`config.mk`:
```
export PLATFORM = sky130hd
export DESIGN_NAME = cmac_tx_axis_arbiter
export DESIGN_NICKNAME = d
export VERILOG_FILES = /design/src/rtl/cmac_tx_axis_arbiter.sv
export SDC_FILE = /design/constraint.sdc
export NUM_CORES = 1
export LEC_CHECK = 0
export CAP_MARGIN = 10
export CORE_AREA = 2 2 686 688
export CTS_CLUSTER_DIAMETER = 50
export DETAILED_ROUTE_END_ITERATION = 8
export DIE_AREA = 0 0 688 690
export SETUP_SLACK_MARGIN = 0.2
export SYNTH_ARGS = -nofsm -noshare
export SYNTH_HDL_FRONTEND = slang
export SYNTH_SLANG_ARGS = --single-unit
```
`constraint.sdc`:
```
create_clock -name aclk -period 1.7 [get_ports aclk]
set_input_delay 0.17 -clock aclk [delete_from_list [all_inputs] [get_ports aclk]]
set_output_delay 0.17 -clock aclk [all_outputs]
set_load 0.01 [all_outputs]
```
`src/rtl/cmac_tx_axis_arbiter.sv`:
```
// rtl/cmac_tx_axis_arbiter.sv - packet-granular two-source round-robin arbiter for the CMAC TX stream
//
// Purpose: shares the single CMAC TX AXI-Stream port between source 0 (ERNIC)
// and source 1 (packet generator / test). Grants whole packets, alternates on
// contention, gates new grants on tx_enable, aborts packets whose source starves
// mid-frame (error beat with tuser=1, then drains the rest), keeps counters.
//
// Ports:
//   aclk, aresetn              TX user clock, asynchronous active-low reset
//   tx_enable                  new grants are issued only while high
//   s0_axis_*                  source 0 stream (tdata/tkeep/tvalid/tlast in, tready out)
//   s1_axis_*                  source 1 stream (tdata/tkeep/tvalid/tlast in, tready out)
//   m_axis_*                   to CMAC tx_axis_* (tdata/tkeep/tvalid/tlast/tuser out, tready in)
//   grant                      one-hot owner, 00 when idle
//   pkt_cnt0, pkt_cnt1         good packets forwarded per source (wrapping)
//   abort_cnt                  aborted packets, both sources (saturating)
//   busy                       high whenever not idle

module cmac_tx_axis_arbiter #(
  parameter int DATA_W        = 512,
  parameter int KEEP_W        = 64,
  parameter int STALL_TIMEOUT = 1024,
  parameter int CNT_W         = 16
) (
  input  logic              aclk,
  input  logic              aresetn,
  input  logic              tx_enable,
  input  logic [DATA_W-1:0] s0_axis_tdata,
  input  logic [KEEP_W-1:0] s0_axis_tkeep,
  input  logic              s0_axis_tvalid,
  input  logic              s0_axis_tlast,
  output logic              s0_axis_tready,
  input  logic [DATA_W-1:0] s1_axis_tdata,
  input  logic [KEEP_W-1:0] s1_axis_tkeep,
  input  logic              s1_axis_tvalid,
  input  logic              s1_axis_tlast,
  output logic              s1_axis_tready,
  output logic [DATA_W-1:0] m_axis_tdata,
  output logic [KEEP_W-1:0] m_axis_tkeep,
  output logic              m_axis_tvalid,
  output logic              m_axis_tlast,
  output logic              m_axis_tuser,
  input  logic              m_axis_tready,
  output logic [1:0]        grant,
  output logic [CNT_W-1:0]  pkt_cnt0,
  output logic [CNT_W-1:0]  pkt_cnt1,
  output logic [7:0]        abort_cnt,
  output logic              busy
);

  // Counter only has to reach STALL_TIMEOUT-1; one spare value keeps the width sane for tiny timeouts.
  localparam int              SW         = $clog2(STALL_TIMEOUT + 2);
  localparam bit              STALL_EN   = (STALL_TIMEOUT != 0);
  localparam logic [SW-1:0]   STALL_LAST = SW'((STALL_TIMEOUT == 0) ? 0 : STALL_TIMEOUT - 1);

  typedef enum logic [2:0] {
    IDLE   = 3'd0,
    GRANT0 = 3'd1,
    GRANT1 = 3'd2,
    ABORT  = 3'd3,
    DRAIN  = 3'd4
  } state_t;

  state_t state, state_nxt;

  logic          owner;       // source that owns the current packet (held through ABORT/DRAIN)
  logic          last_grant;  // last source granted; resets to 1 so source 0 wins first
  logic [SW-1:0] stall_cnt;

  logic              src_valid;
  logic              src_last;
  logic [DATA_W-1:0] src_data;
  logic [KEEP_W-1:0] src_keep;
  logic              in_grant;
  logic              arb_fire;
  logic              pick;
  logic              stall_hit;
  logic              pkt_done;

  assign src_valid = owner ? s1_axis_tvalid : s0_axis_tvalid;
  assign src_last  = owner ? s1_axis_tlast  : s0_axis_tlast;
  assign src_data  = owner ? s1_axis_tdata  : s0_axis_tdata;
  assign src_keep  = owner ? s1_axis_tkeep  : s0_axis_tkeep;

  assign in_grant  = (state == GRANT0) || (state == GRANT1);
  assign arb_fire  = (state == IDLE) && tx_enable && (s0_axis_tvalid || s1_axis_tvalid);
  // On contention take the source that did not go last; otherwise whoever asks.
  assign pick      = (s0_axis_tvalid && s1_axis_tvalid) ? ~last_grant : s1_axis_tvalid;
  // A valid beat clears the count, so a tlast beat can never collide with a timeout.
  assign stall_hit = STALL_EN && !src_valid && (stall_cnt == STALL_LAST);
  assign pkt_done  = in_grant && src_valid && m_axis_tready && src_last;
  assign busy      = (state != IDLE);

  always_comb begin
    state_nxt      = state;
    m_axis_tdata   = '0;
    m_axis_tkeep   = '0;
    m_axis_tvalid  = 1'b0;
    m_axis_tlast   = 1'b0;
    m_axis_tuser   = 1'b0;
    s0_axis_tready = 1'b0;
    s1_axis_tready = 1'b0;
    grant          = 2'b00;

    case (state)
      IDLE: begin
        if (arb_fire) state_nxt = pick ? GRANT1 : GRANT0;
      end
      GRANT0, GRANT1: begin
        m_axis_tdata  = src_data;
        m_axis_tkeep  = src_keep;
        m_axis_tvalid = src_valid;
        m_axis_tlast  = src_last;
        grant         = owner ? 2'b10 : 2'b01;
        if (owner) s1_axis_tready = m_axis_tready;
        else       s0_axis_tready = m_axis_tready;
        if (pkt_done)       state_nxt = IDLE;
        else if (stall_hit) state_nxt = ABORT;
      end
      ABORT: begin
        m_axis_tvalid = 1'b1;
        m_axis_tkeep  = '1;
        m_axis_tlast  = 1'b1;
        m_axis_tuser  = 1'b1;
        grant         = owner ? 2'b10 : 2'b01;
        if (m_axis_tready) state_nxt = DRAIN;
      end
      DRAIN: begin
        grant = owner ? 2'b10 : 2'b01;
        if (owner) s1_axis_tready = 1'b1;
        else       s0_axis_tready = 1'b1;
        if (src_valid && src_last) state_nxt = IDLE;
      end
      default: state_nxt = IDLE;
    endcase
  end

  always_ff @(posedge aclk or negedge aresetn) begin
    if (!aresetn) begin
      state      <= IDLE;
      owner      <= 1'b0;
      last_grant <= 1'b1;
      stall_cnt  <= '0;
      pkt_cnt0   <= '0;
      pkt_cnt1   <= '0;
      abort_cnt  <= '0;
    end else begin
      state <= state_nxt;

      if (arb_fire) begin
        owner      <= pick;
        last_grant <= pick;
      end

      if (!in_grant)      stall_cnt <= '0;
      else if (src_valid) stall_cnt <= '0;
      else                stall_cnt <= stall_cnt + 1'b1;

      if (pkt_done) begin
        if (owner) pkt_cnt1 <= pkt_cnt1 + 1'b1;
        else       pkt_cnt0 <= pkt_cnt0 + 1'b1;
      end

      if ((state == ABORT) && m_axis_tready && (abort_cnt != 8'hFF))
        abort_cnt <= abort_cnt + 8'd1;
    end
  end

endmodule
```
==> impl_metrics.py <==
metrics = {
    "die": {
        "start_util_pct": 2.49,
        "die_w_um": 688,
        "ios": 1784,
        "rows": 251,
        "die_area_um2": 475000,
        "coreArea_um2": 467000,
        "die_h_um": 690,
    },
    "synth": {
        "syn_area_um2": 11600,
        "ys_top_cells_by_area": "mux2i_1 50%, nor2_1 17%, dfrtp_1 12%",
        "yosys.area.top_type": "mux2i_1",
        "ys_seq_area_share_pct": 12.1,
        "synthMuxAreaShare_pct": 50.3,
        "netlist_instances": 1536,
        "syn_area_per_cell_um2": 7.57,
        "synth-adder-area-share_pct": 0.430,
        "synthArstFlopShare_pct": 100,
        "yosys.area_share.simple_pct": 21.7,
        "ys_types": 38,
        "synth_compound_area_share_pct": 3.57,
        "synth_fp_nets": 2700,
        "synth_edf_count": 0,
        "ys_ff_latch": 56,
        "synth_flop_cell": "dfrtp_1",
        "synthXorXnorAreaFrac_pct": 3.70,
        "synth_top_area_share_pct": 49.8,
        "yosys_warnings": 0,
        "synth_top_family_by_area": "multiplexers",
    },
    "power": {
        "power.density_nw_per_um2": 2040,
        "ir_worst_vdd_v": 0.00130,
        "p_total_uw": 91600,
        "p_leak_uw": 0.0162,
    },
    "global_route": {
        "grt.overflow.total": 0,
        "grt_pass1_wl_um": 518000,
        "grt_pass1_vias": 22800,
        "track_usage_pct": 18.9,
        "grt_max_degree": 59,
        "antenna_found_initial": 695,
    },
    "drt": {
        "ant_nets": 1,
        "detail_route.wirelength_um": 470000,
        "dr.pass1.iters": 6,
        "drcViolationCount": 0,
        "via_per_inst": 2.56,
        "wl_per_cell_um": 46.6,
        "drt-initial-drc-count": 2478,
        "via_count": 25800,
    },
    "timing": {
        "hold-worst-slack_ns": 0.377,
        "worst_pin_slew_ns": 0.691,
        "max_freq_mhz": 370,
        "setup_viol": 637,
        "slew_violations": 0,
        "min_period_ns": 2.71,
        "finalCritPeriodShare_pct": 159,
        "slew_headroom_pct": 53.4,
        "hold_violations": 0,
        "fin_setup_tns_ns": -455.50,
        "rsz0062_at_grt": "yes",
        "setup_slack_ns": -1.01,
        "fin_skew_ns": 0.0117,
    },
    "worst_setup_path": {
        "cp_slowest_stage_delay_ns": 0.50,
        "rr_worst_depth": 10,
        "crit_chain": "buf_12, buf_16, mux2i_2, buf_4, nor2_1, clkdlybuf4s50_1",
        "worstPathMaxFanout": 22,
        "r2r-start": "owner$_DFFE_PN0P_",
        "arrival_ns": 2.54,
        "required_ns": 1.53,
        "start_kind": "flop",
        "critPathKind": "reg -> out",
        "cp-end-kind": "output port",
        "critPathCapture": "m_axis_tdata[314]",
        "slowest_stage": "dfrtp_4",
        "crit_start": "owner$_DFFE_PN0P_",
        "r2r_end": "pkt_cnt0[11]$_DFFE_PN0P_",
        "ff2ff_setup_slack_ns": -0.77,
    },
    "cells_and_area": {
        "postLayoutCellArea_um2": 44900,
        "fin_nets": 4819,
        "drive_above_1_share_pct": 31.2,
        "fillers": 54100,
        "syn_to_final_growth_pct": 286,
    },
    "clock_tree": {
        "cts.clk_slew.worst_paths_ns": 0.10,
        "insertion_delay_ns": 0.35,
        "clock_path_buffers": 2,
        "cts_buffers": 5,
        "cts_sinks": 56,
        "cts_tree": "built",
        "htreeDepth": 2,
        "cts-root-buf": "clkbuf_16",
    },
    "flow_run": {
        "drv_cap": 0,
    },
    "place": {
        "dpl.hpwl_um": 448000,
        "port_buffers": 1783,
        "routabilityCongestion": 1.16,
        "place_area_um2": 42300,
        "place_ws_ns": -1.12,
    },
    "outcome": {
        "violations": "antenna violations, negative setup slack",
        "status": "finished, violations left",
    },
    "min_path": {
        "hp-class": "in -> async",
    },
}
## cell families after synthesis
family / Yosys count
AND/OR/NAND/NOR: 621
flip-flops: 56
multiplexers: 584
buffers and inverters: 147
XOR/XNOR: 47
adder cells (fa/ha/maj): 4
AO/OA/AOI/OAI: 77
## critical path: cells and delay by family, from the launching register on
| kind | cells | cell delay [ns] |
|---|---|---|
| buffers and inverters | 4 | 1.12 |
| AND/OR/NAND/NOR | 1 | 0.05 |
| multiplexers | 1 | 0.39 |
| flip-flops | 1 | 0.50 |
## worst min-delay path by stage
stage / end / slack (ns) / depth (start not counted)
3_3_place_gp: pkt_cnt0[1]$_DFFE_PN0P_ / 0.20 / 2
2_1_floorplan: abort_cnt[0]$_DFFE_PN0P_ / -0.13 / 0
5_1_grt: pkt_cnt0[1]$_DFFE_PN0P_ / 0.41 / 3
3_5_place_dp: pkt_cnt0[1]$_DFFE_PN0P_ / 0.21 / 2
6_report: pkt_cnt0[1]$_DFFE_PN0P_ / 0.38 / 3
4_1_cts: pkt_cnt0[6]$_DFFE_PN0P_ / 0.36 / 3
## per-layer routing
layer	vias up	routed length [um]	track usage, %
li1	9833	-	-
met1	11700	149000	17.2
met2	2735	220000	32.5
met3	1271	79400	15.1
met4	318	18500	4.56
met5	-	2920	1.31
## area by class of cell
cell class	instances	area (um^2)	share of cell area (%)
clock buffer	5	125	0.279
antenna	242	606	1.35
tap	6198	7750	17.3
sequential	56	1410	3.14
clock inverter	3	27.5	0.0613
timing repair buffer	2256	24100	53.8
multi-input combinational	1333	10800	24.1
inverter	3	11.3	0.0251
## what timing repair did
action,in CTS,in global routing
setup buffers,14,23
hold endpoints to repair,55,0
cloned,8,10
hold buffers,1,0
setup endpoints to repair,672,677
pin swaps,4,2
resized for setup,276,188
## state kept, by name (all words and copies together) (netlist names)
signal	flops
abort_cnt	8
owner	1
stall_cnt	11
pkt_cnt0	16
pkt_cnt1	16
state	3
last_grant	1
## layout by cell type (no fill, tap or decap), types with 5 or more instances in the layout
cell type        instances
dfrtp_1                 52
buf_2                   25
nand4_1                 14
dlymetal6s2s_1          21
buf_4                  501
mux2_2                   5
mux2i_2                 49
mux2i_4                 58
nand3_1                 21
clkbuf_16               14
nor2_4                  56
diode_2                242
xor2_1                  10
and3_1                  12
buf_16                  22
buf_6                   24
nand2_1                 20
dlygate4sd2_1           24
clkdlybuf4s15_2         14
a21oi_1                 25
clkbuf_2                26
xnor2_1                 36
buf_12                 241
nor2_2                  77
o21ai_0                 38
clkdlybuf4s50_1       1341
mux2i_1                472
nor2_1                 400
## through the flow
| stage | utilization [%] | cells |
|---|---|---|
| after floorplan | - | 1536 |
| after global placement | 9.06 | 9790 |
| final | 9.62 | 10100 |
| after CTS | 9.37 | 9821 |
| after detailed placement | 9.06 | 9790 |
| after global routing | 9.55 | 9969 |
## power breakdown
part / switching (uW) / internal, uW / total, uW
combinational: 49500 / 39200 / 88600
clock: 703 / 567 / 1270
sequential: 195 / 1530 / 1730
## cell usage after synthesis, drive strengths merged (2+ instances only)
library cell / instances
nand3: 24
mux2i: 579
or2: 2
a21oi: 28
and2: 4
nor3: 3
o21ai: 43
nor2b: 2
and4: 3
nand3b: 2
nor2: 533
buf: 78
a31oi: 3
nand2: 20
ha: 4
and3: 12
mux2: 5
xor2: 10
clkbuf: 66
xnor2: 37
dfrtp: 55
inv: 3
nand4: 14
Power figures use the tool's default switching activity.
